## config.mk

```make
export PLATFORM = sky130hd
export DESIGN_NAME = board_seeder
export DESIGN_NICKNAME = d
export VERILOG_FILES = /design/src/rtl/board_seeder.sv
export SDC_FILE = /design/constraint.sdc
export NUM_CORES = 1
export LEC_CHECK = 0
export BUFFER_PORTS_ARGS = -buffer_cell sky130_fd_sc_hd__buf_4
export CORE_MARGIN = 10
export CORE_UTILIZATION = 54
export DETAILED_ROUTE_END_ITERATION = 8
export PLACE_DENSITY_LB_ADDON = 0.2
export SLEW_MARGIN = 10
export SYNTH_ARGS = -nofsm -noshare
export SYNTH_HDL_FRONTEND = slang
export SYNTH_SLANG_ARGS = --single-unit
export TNS_END_PERCENT = 5
```

## constraint.sdc

```tcl
create_clock -name clk -period 2.27 [get_ports clk]
set_input_delay 0.454 -clock clk [delete_from_list [all_inputs] [get_ports clk]]
set_output_delay 0.454 -clock clk [all_outputs]
set_load 0.01 [all_outputs]
```

## src/rtl/board_seeder.sv

```systemverilog
// Seeds a COLS x ROWS cellular board: draws BITS random bits per cell and writes the
// cell alive when the unsigned sample is below the density latched at run start.
module board_seeder #(
  parameter int COLS   = 32,
  parameter int ROWS   = 32,
  parameter int ADDR_W = 10,
  parameter int BITS   = 3
) (
  input  logic              clk,
  input  logic              rst_b,
  input  logic              start,
  input  logic              abort,
  input  logic [BITS:0]     density,
  input  logic              random_data,
  output logic              random_en,
  output logic              wr_en,
  input  logic              wr_ready,
  output logic [ADDR_W-1:0] wr_addr,
  output logic              wr_data,
  output logic              busy,
  output logic              done
);
  localparam int CELLS = COLS * ROWS;
  localparam int CNT_W = (BITS > 1) ? $clog2(BITS) : 1;
  localparam logic [ADDR_W-1:0] LAST_ADDR = ADDR_W'(CELLS - 1);
  localparam logic [CNT_W-1:0]  LAST_BIT  = CNT_W'(BITS - 1);

  typedef enum logic [1:0] {IDLE, GATHER, WRITE, DONE} state_t;

  state_t            state_q, state_d;
  logic [ADDR_W-1:0] addr_q, addr_d;
  logic [CNT_W-1:0]  bit_cnt_q, bit_cnt_d;
  logic [BITS-1:0]   sample_q, sample_d;
  logic [BITS:0]     density_q, density_d;
  logic [BITS:0]     shifted;
  logic              alive;

  // First bit drawn ends up in the MSB after BITS shifts.
  assign shifted = {sample_q, random_data};
  assign alive   = ({1'b0, sample_q} < density_q);
  assign wr_addr = addr_q;

  always_ff @(posedge clk or negedge rst_b) begin
    if (!rst_b) begin
      state_q   <= IDLE;
      addr_q    <= '0;
      bit_cnt_q <= '0;
      sample_q  <= '0;
      density_q <= '0;
    end else begin
      state_q   <= state_d;
      addr_q    <= addr_d;
      bit_cnt_q <= bit_cnt_d;
      sample_q  <= sample_d;
      density_q <= density_d;
    end
  end

  always_comb begin
    state_d   = state_q;
    addr_d    = addr_q;
    bit_cnt_d = bit_cnt_q;
    sample_d  = sample_q;
    density_d = density_q;
    random_en = 1'b0;
    wr_en     = 1'b0;
    wr_data   = 1'b0;
    busy      = 1'b0;
    done      = 1'b0;
    case (state_q)
      IDLE: begin
        if (start && !abort) begin
          state_d   = GATHER;
          density_d = density;
          addr_d    = '0;
          bit_cnt_d = '0;
        end
      end
      GATHER: begin
        random_en = 1'b1;
        busy      = 1'b1;
        if (abort) begin
          state_d = IDLE;
        end else begin
          sample_d = shifted[BITS-1:0];
          if (bit_cnt_q == LAST_BIT) begin
            bit_cnt_d = '0;
            state_d   = WRITE;
          end else begin
            bit_cnt_d = bit_cnt_q + CNT_W'(1);
          end
        end
      end
      WRITE: begin
        wr_en   = 1'b1;
        wr_data = alive;
        busy    = 1'b1;
        // An abort coinciding with wr_ready still lets this write complete.
        if (wr_ready) begin
          if (abort) begin
            state_d = IDLE;
          end else if (addr_q == LAST_ADDR) begin
            state_d = DONE;
          end else begin
            addr_d  = addr_q + ADDR_W'(1);
            state_d = GATHER;
          end
        end else if (abort) begin
          state_d = IDLE;
        end
      end
      DONE: begin
        done    = 1'b1;
        state_d = IDLE;
      end
      default: state_d = IDLE;
    endcase
  end
endmodule

```

==> metrics.cfg, run 1 <==
[clock_network]
cts_buffer_depth = 2
post-cts-setup-buffers = 0
htreeDepth = 1
cts_sinks = 21
numCtsBuffers = 3
cts_tree = done
clk_latency_ns = 0.31
cts.clk_slew.worst_paths_ns = 0.12
clockRootBuffer = clkbuf_4

[yosys]
yosys.area.top_type = dfrtp_1
synth_top_cell_area_share = 0.404
avgSynthCellArea_um2 = 10.5
synth_most_common_cell = dfrtp_1
synthTopCellsByCount = 21 x dfrtp_1, 12 x inv_1, 11 x nand2_1
synth-seq-cells = 21
synthTopCellsByArea = dfrtp_1 40%, ha_1 7.7%, mux2i_1 6.9%, mux2_2 6.9%, nand2b_1 4.8%
async_reset_ff_frac = 1.00
synthDistinctLibCells = 35
synth_edf_count = 0
synthCells = 124
ys_seq_area_frac = 0.404
ys.flop_type = dfrtp_1
yosysWarnings = 0
syn-cell-area_mm2 = 0.00130
synth_nets = 142

[floorplan]
coreArea_mm2 = 0.00225
die_area_mm2 = 0.00477
initial_core_util = 0.577
fp-row-count = 17
fp.dieW_um = 69.1
chipHeight_um = 69.1
ios = 25

[sta]
max_freq_ghz = 0.496
period_share = 0.888
fin_skew_ns = 0.00413
min_period_ns = 2.02
maxSlewViolCount = 0
tightestPinTransition_ns = 0.572
setup_ws_ns = 0.255
rsz0062_at_grt = no
setup_viol = 0
tns_ns = 0
hold_violations = 0
slew-limit-headroom = 0.609

[cells_and_area]
fin_nets = 170
final_layout_size_suffix_gt1_frac = 0.291
syn_to_final_growth_pct = 19.2
final_core_util = 0.687
design_area_mm2 = 0.00155
antennaDiodeCount = 0

[worst_setup_path]
critPathKind = reg2reg
crit_chain = inv_1, ha_1, nand2b_1, a2111oi_0, mux2i_1
path_max_fanout = 9
r2r_slack_ns = 0.25
crit_slowest_cell = a2111oi_0
start_kind = flop
cp-end-kind = flop
critPathBufInv = 1
critical-path-top-delay-family = compound AO/OA/AOI/OAI gates
r2r-start = state_q[0]$_DFFE_PN0P_
cpPeakStageDelay_ns = 0.60
worstPathArrival_ns = 2.27
reg2reg_to = wr_addr[6]$_DFFE_PN0P_
cp_data_required_time_ns = 2.52
ff2ff_path_depth = 5

[global_routing]
grt.total_usage = 0.119
grt_pass1_wl_mm = 4.99
antenna_found_initial = 0
grt_pass1_vias = 1093
grt_max_degree = 22
grt_overflow = 0

[detailed_routing]
drc = 0
viasPerCell = 5.67
drtIter0Drc = 49
wl_per_cell_um = 14.7
detail-route-antenna-nets = 0
via_count = 1015
dr.pass1.iters = 4
drt-total-wl_mm = 2.64

[place]
postPlaceCellArea_mm2 = 0.00151
dp_hpwl_mm = 2.09
place_congestion = 0.775
dp_slack_ns = 0.247
io_buffers = 24

[worst_hold_path]
hold_path.class = in2reg
min-delay-start = density[3]
hold_path_end = density_q[3]$_DFFE_PN0P_
whs_path_depth = 2

[pwr]
irDropWorstVdd_mv = 0.621
power.density_mw_per_mm2 = 875
total_power_mw = 1.36
leakage_nw = 0.740

[run_status]
status = completed

[run]
cap_violations = 0

-- sequential cells by signal, summed over array words and instances (netlist names) --
| signal | flops |
|---|---|
| bit_cnt_q | 2 |
| wr_addr | 10 |
| state_q | 2 |
| sample_q | 3 |
| density_q | 4 |
-- placed cells by master (no fill, tap or decap), types with 3 or more instances in the layout --
| cell type | n |
|---|---|
| nand2_1 | 11 |
| clkbuf_4 | 3 |
| mux2_2 | 8 |
| buf_4 | 25 |
| a21oi_1 | 5 |
| inv_1 | 12 |
| and3_1 | 3 |
| mux2i_1 | 9 |
| ha_1 | 8 |
| nand3_1 | 3 |
| dfrtp_1 | 21 |
| nand2b_1 | 10 |
-- per-stage QoR --
step | hold WS (ns) | instances
after floorplan | 0.158 | 124
after CTS | 0.356 | 179
final | 0.360 | 179
after global placement | 0.349 | 174
after global routing | 0.348 | 179
after detailed placement | 0.350 | 174
-- report_power, final --
group          total (mW)  switching (mW)  internal (mW)
clock network       0.183           0.117         0.0660
logic               0.623           0.320          0.303
registers           0.549          0.0735          0.475
total                1.36           0.511          0.844
-- what timing repair did --
action,in CTS,in global routing
hold endpoints to repair,11,0
hold buffers,1,0
setup endpoints to repair,0,1
resized for setup,0,1
-- metal layers --
layer	up-vias	GRT usage	routed length (µm)
met5	-	0	0
met4	0	0.0599	59
met3	5	0.0285	122
met2	19	0.183	1220
met1	496	0.148	1230
li1	495	-	-
-- worst register-to-register path, stage by stage, from the launching register on --
cell	delay, ns
dfrtp_1	0.42
inv_1	0.14
ha_1	0.30
nand2b_1	0.25
a2111oi_0	0.61
mux2i_1	0.24
-- kinds of logic after synthesis --
| family | synth area share |
|---|---|
| compound gates | 0.146 |
| simple gates | 0.178 |
| fa+ha+maj | 0.0770 |
| buf+inv | 0.0443 |
| flops | 0.404 |
| mux | 0.150 |
-- worst max-delay path by stage --
stage                           startpoint  slack [ns]                     end  depth (start not counted)
floorplan           state_q[0]$_DFFE_PN0P_        0.45  state_q[1]$_DFFE_PN0P_                          7
global placement    state_q[0]$_DFFE_PN0P_        0.28  wr_addr[6]$_DFFE_PN0P_                          6
detailed placement  state_q[0]$_DFFE_PN0P_        0.25  wr_addr[6]$_DFFE_PN0P_                          5
CTS                 state_q[0]$_DFFE_PN0P_        0.21  wr_addr[6]$_DFFE_PN0P_                          5
global route        state_q[0]$_DFFE_PN0P_        0.04  wr_addr[6]$_DFFE_PN0P_                          5
finish              state_q[0]$_DFFE_PN0P_        0.25  wr_addr[6]$_DFFE_PN0P_                          5
-- final cells by class --
cell class / instances / area [µm²]
clock inverters: 1 / 5.00
repair buffers: 26 / 198
clock buffers: 3 / 22.5
well taps: 28 / 35.0
inverters: 12 / 45.0
multi-input cells: 88 / 718
fillers: 176 / 706
flip-flops and latches: 21 / 526
(Power assumes the default switching activity.)
==> inputs of run 2 (changes only) <==
Settings changed: CAP_MARGIN from default to 10, RECOVER_POWER from default to 25.
==> run 2 against run 1 <==
Fmax down 0.17%; highest routed layer unchanged; critical endpoint unchanged; largest cell class unchanged; clock-buffer cell count is the same; global-route usage unchanged.
==> metrics.cfg, run 2 (synthesis gave the netlist of run 1 again) <==
[run_status]
status = completed

[worst_setup_path]
cp-end-kind = flop
ff2ff_path_depth = 5  ; unchanged
worstSetupStartpoint = state_q[0]$_DFFE_PN0P_
path_max_fanout = 9  ; unchanged
critPathKind = reg2reg
r2r-start = state_q[0]$_DFFE_PN0P_
cp_data_required_time_ns = 2.52  ; about the same
start_kind = flop
r2r_slack_ns = 0.25  ; about the same
worstPathArrival_ns = 2.27  ; about the same
reg2reg_to = wr_addr[6]$_DFFE_PN0P_

[sta]
min_period_ns = 2.02  ; +0.00335 ns
tightestPinTransition_ns = 1.09  ; +0.517 ns
fin_skew_ns = 0.00375  ; -0.000378 ns
hold_violations = 0  ; unchanged
rsz0062_at_grt = no
slew-limit-headroom = 0.274  ; -0.335
maxSlewViolCount = 0  ; unchanged
setup_viol = 0  ; unchanged
tns_ns = 0  ; unchanged
max_freq_ghz = 0.495  ; -0.17%
period_share = 0.889  ; +0.00148

[place]
place_congestion = 0.775  ; unchanged
io_buffers = 24  ; unchanged
placedCellCount = 174  ; unchanged
dp_hpwl_mm = 2.09  ; unchanged
postPlaceCellArea_mm2 = 0.00151  ; unchanged

[worst_hold_path]
hold_path_end = density_q[3]$_DFFE_PN0P_
whs_path_depth = 2  ; unchanged
hold_path.class = in2reg
min-delay-start = density[3]

[detailed_routing]
dr.pass1.iters = 4  ; unchanged
viasPerCell = 5.65  ; -0.39%
drc = 0  ; unchanged
via_count = 1011  ; -0.39%
detail-route-antenna-nets = 0  ; unchanged
drt-total-wl_mm = 2.65  ; +0.45%
wl_per_cell_um = 14.8  ; +0.45%
drtIter0Drc = 49  ; unchanged

[cells_and_area]
largest_reg_flops = 10  ; unchanged
antennaDiodeCount = 0  ; unchanged
final_layout_size_suffix_gt1_frac = 0.285  ; -0.00662
final_common_cell = buf_4
syn_to_final_growth_pct = 18.9
final_cell_mix = 24 x buf_4, 21 x dfrtp_1, 12 x inv_1
layout.cells.non_filler = 179  ; unchanged
design_area_mm2 = 0.00155  ; -0.24%
fin_nets = 170  ; unchanged

[pwr]
irDropWorstVdd_mv = 0.622  ; +0.15%
leakage_nw = 0.736  ; -0.49%
power.density_mw_per_mm2 = 878  ; +0.36%

[clock_network]
htreeDepth = 1  ; unchanged
numCtsBuffers = 3  ; unchanged
cts_sinks = 21  ; unchanged
clk_latency_ns = 0.31  ; about the same
cts.clk_slew.worst_paths_ns = 0.12  ; about the same
cts_tree = done
cts_buffer_depth = 2  ; unchanged
clockRootBuffer = clkbuf_4

[global_routing]
grt_overflow = 0  ; unchanged
grt_pass1_wl_mm = 4.99  ; unchanged
grt_pass1_vias = 1093  ; unchanged
grt_max_degree = 22  ; unchanged
grt.total_usage = 0.119  ; unchanged
antenna_found_initial = 0  ; unchanged

[floorplan]
die_area_mm2 = 0.00477  ; unchanged
fp.dieW_um = 69.1  ; unchanged
ios = 25  ; unchanged
fp-row-count = 17  ; unchanged
chipHeight_um = 69.1  ; unchanged
coreArea_mm2 = 0.00225  ; unchanged
initial_core_util = 0.577  ; unchanged

[run]
cap_violations = 0  ; unchanged

[run 2: cell types whose count changed in the layout (fill, tap and decap cells not counted)]
cell,change
buf_4,-1
clkbuf_1,+1
[run 2: critical path: stages, from the launching register on]
cell and delay (ns):
dfrtp_1 0.42, inv_1 0.14, ha_1 0.30, nand2b_1 0.25
a2111oi_0 0.60, mux2i_1 0.24
[run 2: worst max path at each step]
stage	endpoint	depth (start not counted)
2_1_floorplan	state_q[1]$_DFFE_PN0P_	7
3_3_place_gp	wr_addr[6]$_DFFE_PN0P_	6
3_5_place_dp	wr_addr[6]$_DFFE_PN0P_	5
4_1_cts	wr_addr[6]$_DFFE_PN0P_	5
5_1_grt	wr_addr[6]$_DFFE_PN0P_	5
6_report	wr_addr[6]$_DFFE_PN0P_	5
[run 2: report_power, final]
part           internal (mW)  switching [mW]
clock                 0.0660           0.119
sequential             0.475          0.0736
combinational          0.302           0.321
[run 2: final cells by class]
| class | count | area (µm²) |
|---|---|---|
| fillers | 176 | 709 |
| multi-input cells | 88 | 718 |
| inverters | 12 | 45.0 |
| clock buffers | 3 | 22.5 |
| repair buffers | 26 | 194 |
| well taps | 28 | 35.0 |
| clock inverters | 1 | 5.00 |
| flip-flops and latches | 21 | 526 |
[run 2: what timing repair did]
action / 4_1_cts / 5_1_grt
setup endpoints to repair: 0 / 1
hold buffers: 1 / 0
buffers inserted: 0 / 0
resized for setup: 0 / 1
hold endpoints to repair: 11 / 0
[run 2: through the flow]
stage / power (mW) / hold slack, ns / util / setup WS, ns
after floorplan: 1.00 / 0.158 / - / 0.449
after global placement: 1.15 / 0.349 / 0.670 / 0.280
after detailed placement: 1.18 / 0.350 / 0.670 / 0.247
after CTS: 1.37 / 0.356 / 0.686 / 0.214
after global routing: 1.48 / 0.348 / 0.685 / 0.0363
final: 1.36 / 0.359 / 0.685 / 0.251
[run 2: layer usage]
| metal | global-route usage | wire (µm) |
|---|---|---|
| met1 | 0.148 | 1260 |
| met2 | 0.183 | 1220 |
| met3 | 0.0285 | 116 |
| met5 | 0 | 0 |
| met4 | 0.0599 | 59 |
==> inputs of run 3 (changes only) <==
Settings changed: ABC_AREA from default to 1.
==> run 3 against run 2 <==
Via count up 18%; non-clock buffer count down 2; largest cell class unchanged; sequential cell count unchanged; clock-buffer cell count up 1; utilization down 0.72 points; clock skew down 0.0025 ns; critical path type is now reg2out; total power up 7.7%; sequential power up 1%.
==> metrics.cfg, run 3 <==
[worst_setup_path]
cpPeakStageDelay_ns = 0.41  ; -0.19 ns
start_kind = flop
worstSetupStartpoint = state_q[0]$_DFFE_PN0P_
critPathBufInv = 3  ; +2
crit_slowest_cell = dfrtp_1
critical-path-top-delay-family = buffers and inverters
r2r-start = state_q[0]$_DFFE_PN0P_
crit_chain = inv_1, ha_1, inv_1, nor2_1, buf_4
critPathKind = reg2out
path_max_fanout = 12  ; +3
cp-end-kind = output port
worstPathArrival_ns = 1.62  ; -0.65 ns
cp_data_required_time_ns = 1.82  ; -0.70 ns
worst_path_most_repeated_cell = inv_1

[sta]
fin_skew_ns = 0.00127  ; -0.00249 ns
maxSlewViolCount = 0  ; unchanged
slew-limit-headroom = 0.245  ; -0.0288
min_period_ns = 2.08  ; +0.0590 ns
setup_viol = 0  ; unchanged
hold_violations = 0  ; unchanged
rsz0062_at_grt = no
max_freq_ghz = 0.481  ; -2.8%
tightestPinTransition_ns = 1.13  ; +0.0432 ns
period_share = 0.915  ; +0.0260
tns_ns = 0  ; unchanged

[cells_and_area]
largest_reg_flops = 10  ; unchanged
layout.cells.non_filler = 228  ; +27%
final_core_util = 0.678  ; -0.00721
design_area_mm2 = 0.00153  ; -1.1%
syn_to_final_growth_pct = 18.1
final_common_cell = nand2_1
fin_nets = 219  ; +29%
fill_cells = 213  ; +21%
final_layout_size_suffix_gt1_frac = 0.185  ; -0.0998
antennaDiodeCount = 0  ; unchanged
final_cell_mix = 59 x nand2_1, 23 x buf_4, 22 x inv_1

[run]
cap_violations = 0  ; unchanged

[detailed_routing]
dr.pass1.iters = 4  ; unchanged
detail-route-antenna-nets = 0  ; unchanged
viasPerCell = 5.22  ; -7.5%
via_count = 1191  ; +18%
drc = 0  ; unchanged
wl_per_cell_um = 13.0  ; -12%
drtIter0Drc = 96  ; +96%
drt-total-wl_mm = 2.97  ; +12%

[place]
placedCellCount = 224  ; +29%
postPlaceCellArea_mm2 = 0.00151  ; -0.25%
io_buffers = 24  ; unchanged
dp_hpwl_mm = 2.32  ; +11%
place_congestion = 0.825  ; +6.5%

[yosys]
synthDistinctLibCells = 21  ; -40%
synth_most_common_cell = nand2_1
synth_nets = 191  ; +35%
ys_seq_area_frac = 0.406  ; +0.00156
async_reset_ff_frac = 1.00  ; unchanged
synthTopCellsByArea = dfrtp_1 41%, nand2_1 17%, ha_1 7.7%, inv_1 6.4%, nand3_1 5.0%
avgSynthCellArea_um2 = 7.49  ; -29%
yosysWarnings = 0  ; unchanged
yosys.area.top_type = dfrtp_1
synthCells = 173  ; +40%
synth-seq-cells = 21  ; unchanged
synthTopCellsByCount = 59 x nand2_1, 22 x inv_1, 21 x dfrtp_1
synth_top_cell_area_share = 0.406  ; +0.00156
synth_edf_count = 0  ; unchanged
syn-cell-area_mm2 = 0.00129  ; -0.39%
ys.flop_type = dfrtp_1

[clock_network]
holdBufCountCts = 0  ; -1
htreeDepth = 1  ; unchanged
clk_latency_ns = 0.30  ; about the same
cts_tree = done
post-cts-setup-buffers = 0  ; unchanged
cts_sinks = 21  ; unchanged
clockRootBuffer = clkbuf_4
numCtsBuffers = 3  ; unchanged
cts_buffer_depth = 2  ; unchanged
cts.clk_slew.worst_paths_ns = 0.12  ; about the same
cts_resized = 0  ; unchanged

[pwr]
irDropWorstVdd_mv = 0.803  ; +29%
power.density_mw_per_mm2 = 956  ; +8.9%
leakage_nw = 0.794  ; +7.8%

[global_routing]
antenna_found_initial = 0  ; unchanged
grt_overflow = 0  ; unchanged
grt.total_usage = 0.139  ; +0.0201
grt_pass1_wl_mm = 5.17  ; +3.6%
grt_pass1_vias = 1200  ; +9.8%
grt_max_degree = 22  ; unchanged

[floorplan]
fp-row-count = 17  ; unchanged
initial_core_util = 0.574  ; -0.00222
chipHeight_um = 69.0  ; -0.14%
ios = 25  ; unchanged
coreArea_mm2 = 0.00225  ; unchanged
die_area_mm2 = 0.00476  ; -0.27%
fp.dieW_um = 69.0  ; -0.14%

[run_status]
status = completed

[worst_hold_path]
hold_path.class = in2async

## run 3: cell count changes in the layout (fill, tap and decap cells not counted), moves of 3 or more
cell / previous run / this run
nand2_1: 11 / 59
nor2_1: 2 / 17
inv_1: 12 / 22
nand2b_1: 10 / 0
nand3_1: 3 / 13
mux2i_1: 9 / 0
mux2_2: 8 / 3
o21ai_0: 0 / 4
and3_1: 3 / 0
nor3b_1: 0 / 3
## run 3: per-stage QoR
stage | worst slack, ns | hold WS [ns] | power (mW)
floorplan | 0.593 | 0.158 | 1.05
global placement | 0.464 | 0.351 | 1.24
detailed placement | 0.388 | 0.356 | 1.28
CTS | 0.192 | 0.0145 | 1.47
global route | 0.0664 | 0.365 | 1.59
finish | 0.192 | 0.333 | 1.46
## run 3: final cells by class
type                            instances  area, µm²  area share
Clock buffer                            4       26.3      0.0172
Inverter                               22       82.6      0.0540
Multi-Input combinational cell        129        683       0.447
Sequential cell                        21        526       0.344
Tap cell                               28       35.0      0.0229
Timing Repair Buffer                   24        176       0.115
## run 3: path summary, 6_finish.rpt
| kind | slack (ns) | end | cells past startpoint |
|---|---|---|---|
| min reg2reg | 0.53 | density_q[0]$_DFFE_PN0P_ | 1 |
| min | 0.33 | wr_addr[6]$_DFFE_PN0P_ | 1 |
| max | 0.19 | wr_data | 5 |
| max reg2reg | 0.32 | wr_addr[6]$_DFFE_PN0P_ | 8 |
| min in group clk | 0.37 | density_q[0]$_DFFE_PN0P_ | 2 |
| max in group asynchronous | 1.27 | density_q[1]$_DFFE_PN0P_ | 1 |
## run 3: cells by family (layout without fill, tap and decap cells)
| kind of cell | Yosys count | count (layout) | synth area share |
|---|---|---|---|
| fa+ha+maj | 8 | 8 | 0.0773 |
| flops | 21 | 21 | 0.406 |
| mux | 3 | 3 | 0.0261 |
| buf+inv | 23 | 50 | 0.0667 |
| simple gates | 105 | 105 | 0.370 |
| compound gates | 13 | 13 | 0.0541 |
## run 3: layer usage
layer,GRT usage,vias to the layer above,routed length (µm)
met4,0.0616,0,61
li1,-,604,-
met3,0.0306,8,160
met5,0,-,0
met1,0.158,548,1180
met2,0.242,31,1560
## run 3: where the power goes
group	switching, mW	total (mW)	internal, mW
clock network	0.119	0.188	0.0686
logic	0.443	0.720	0.277
registers	0.0755	0.555	0.479
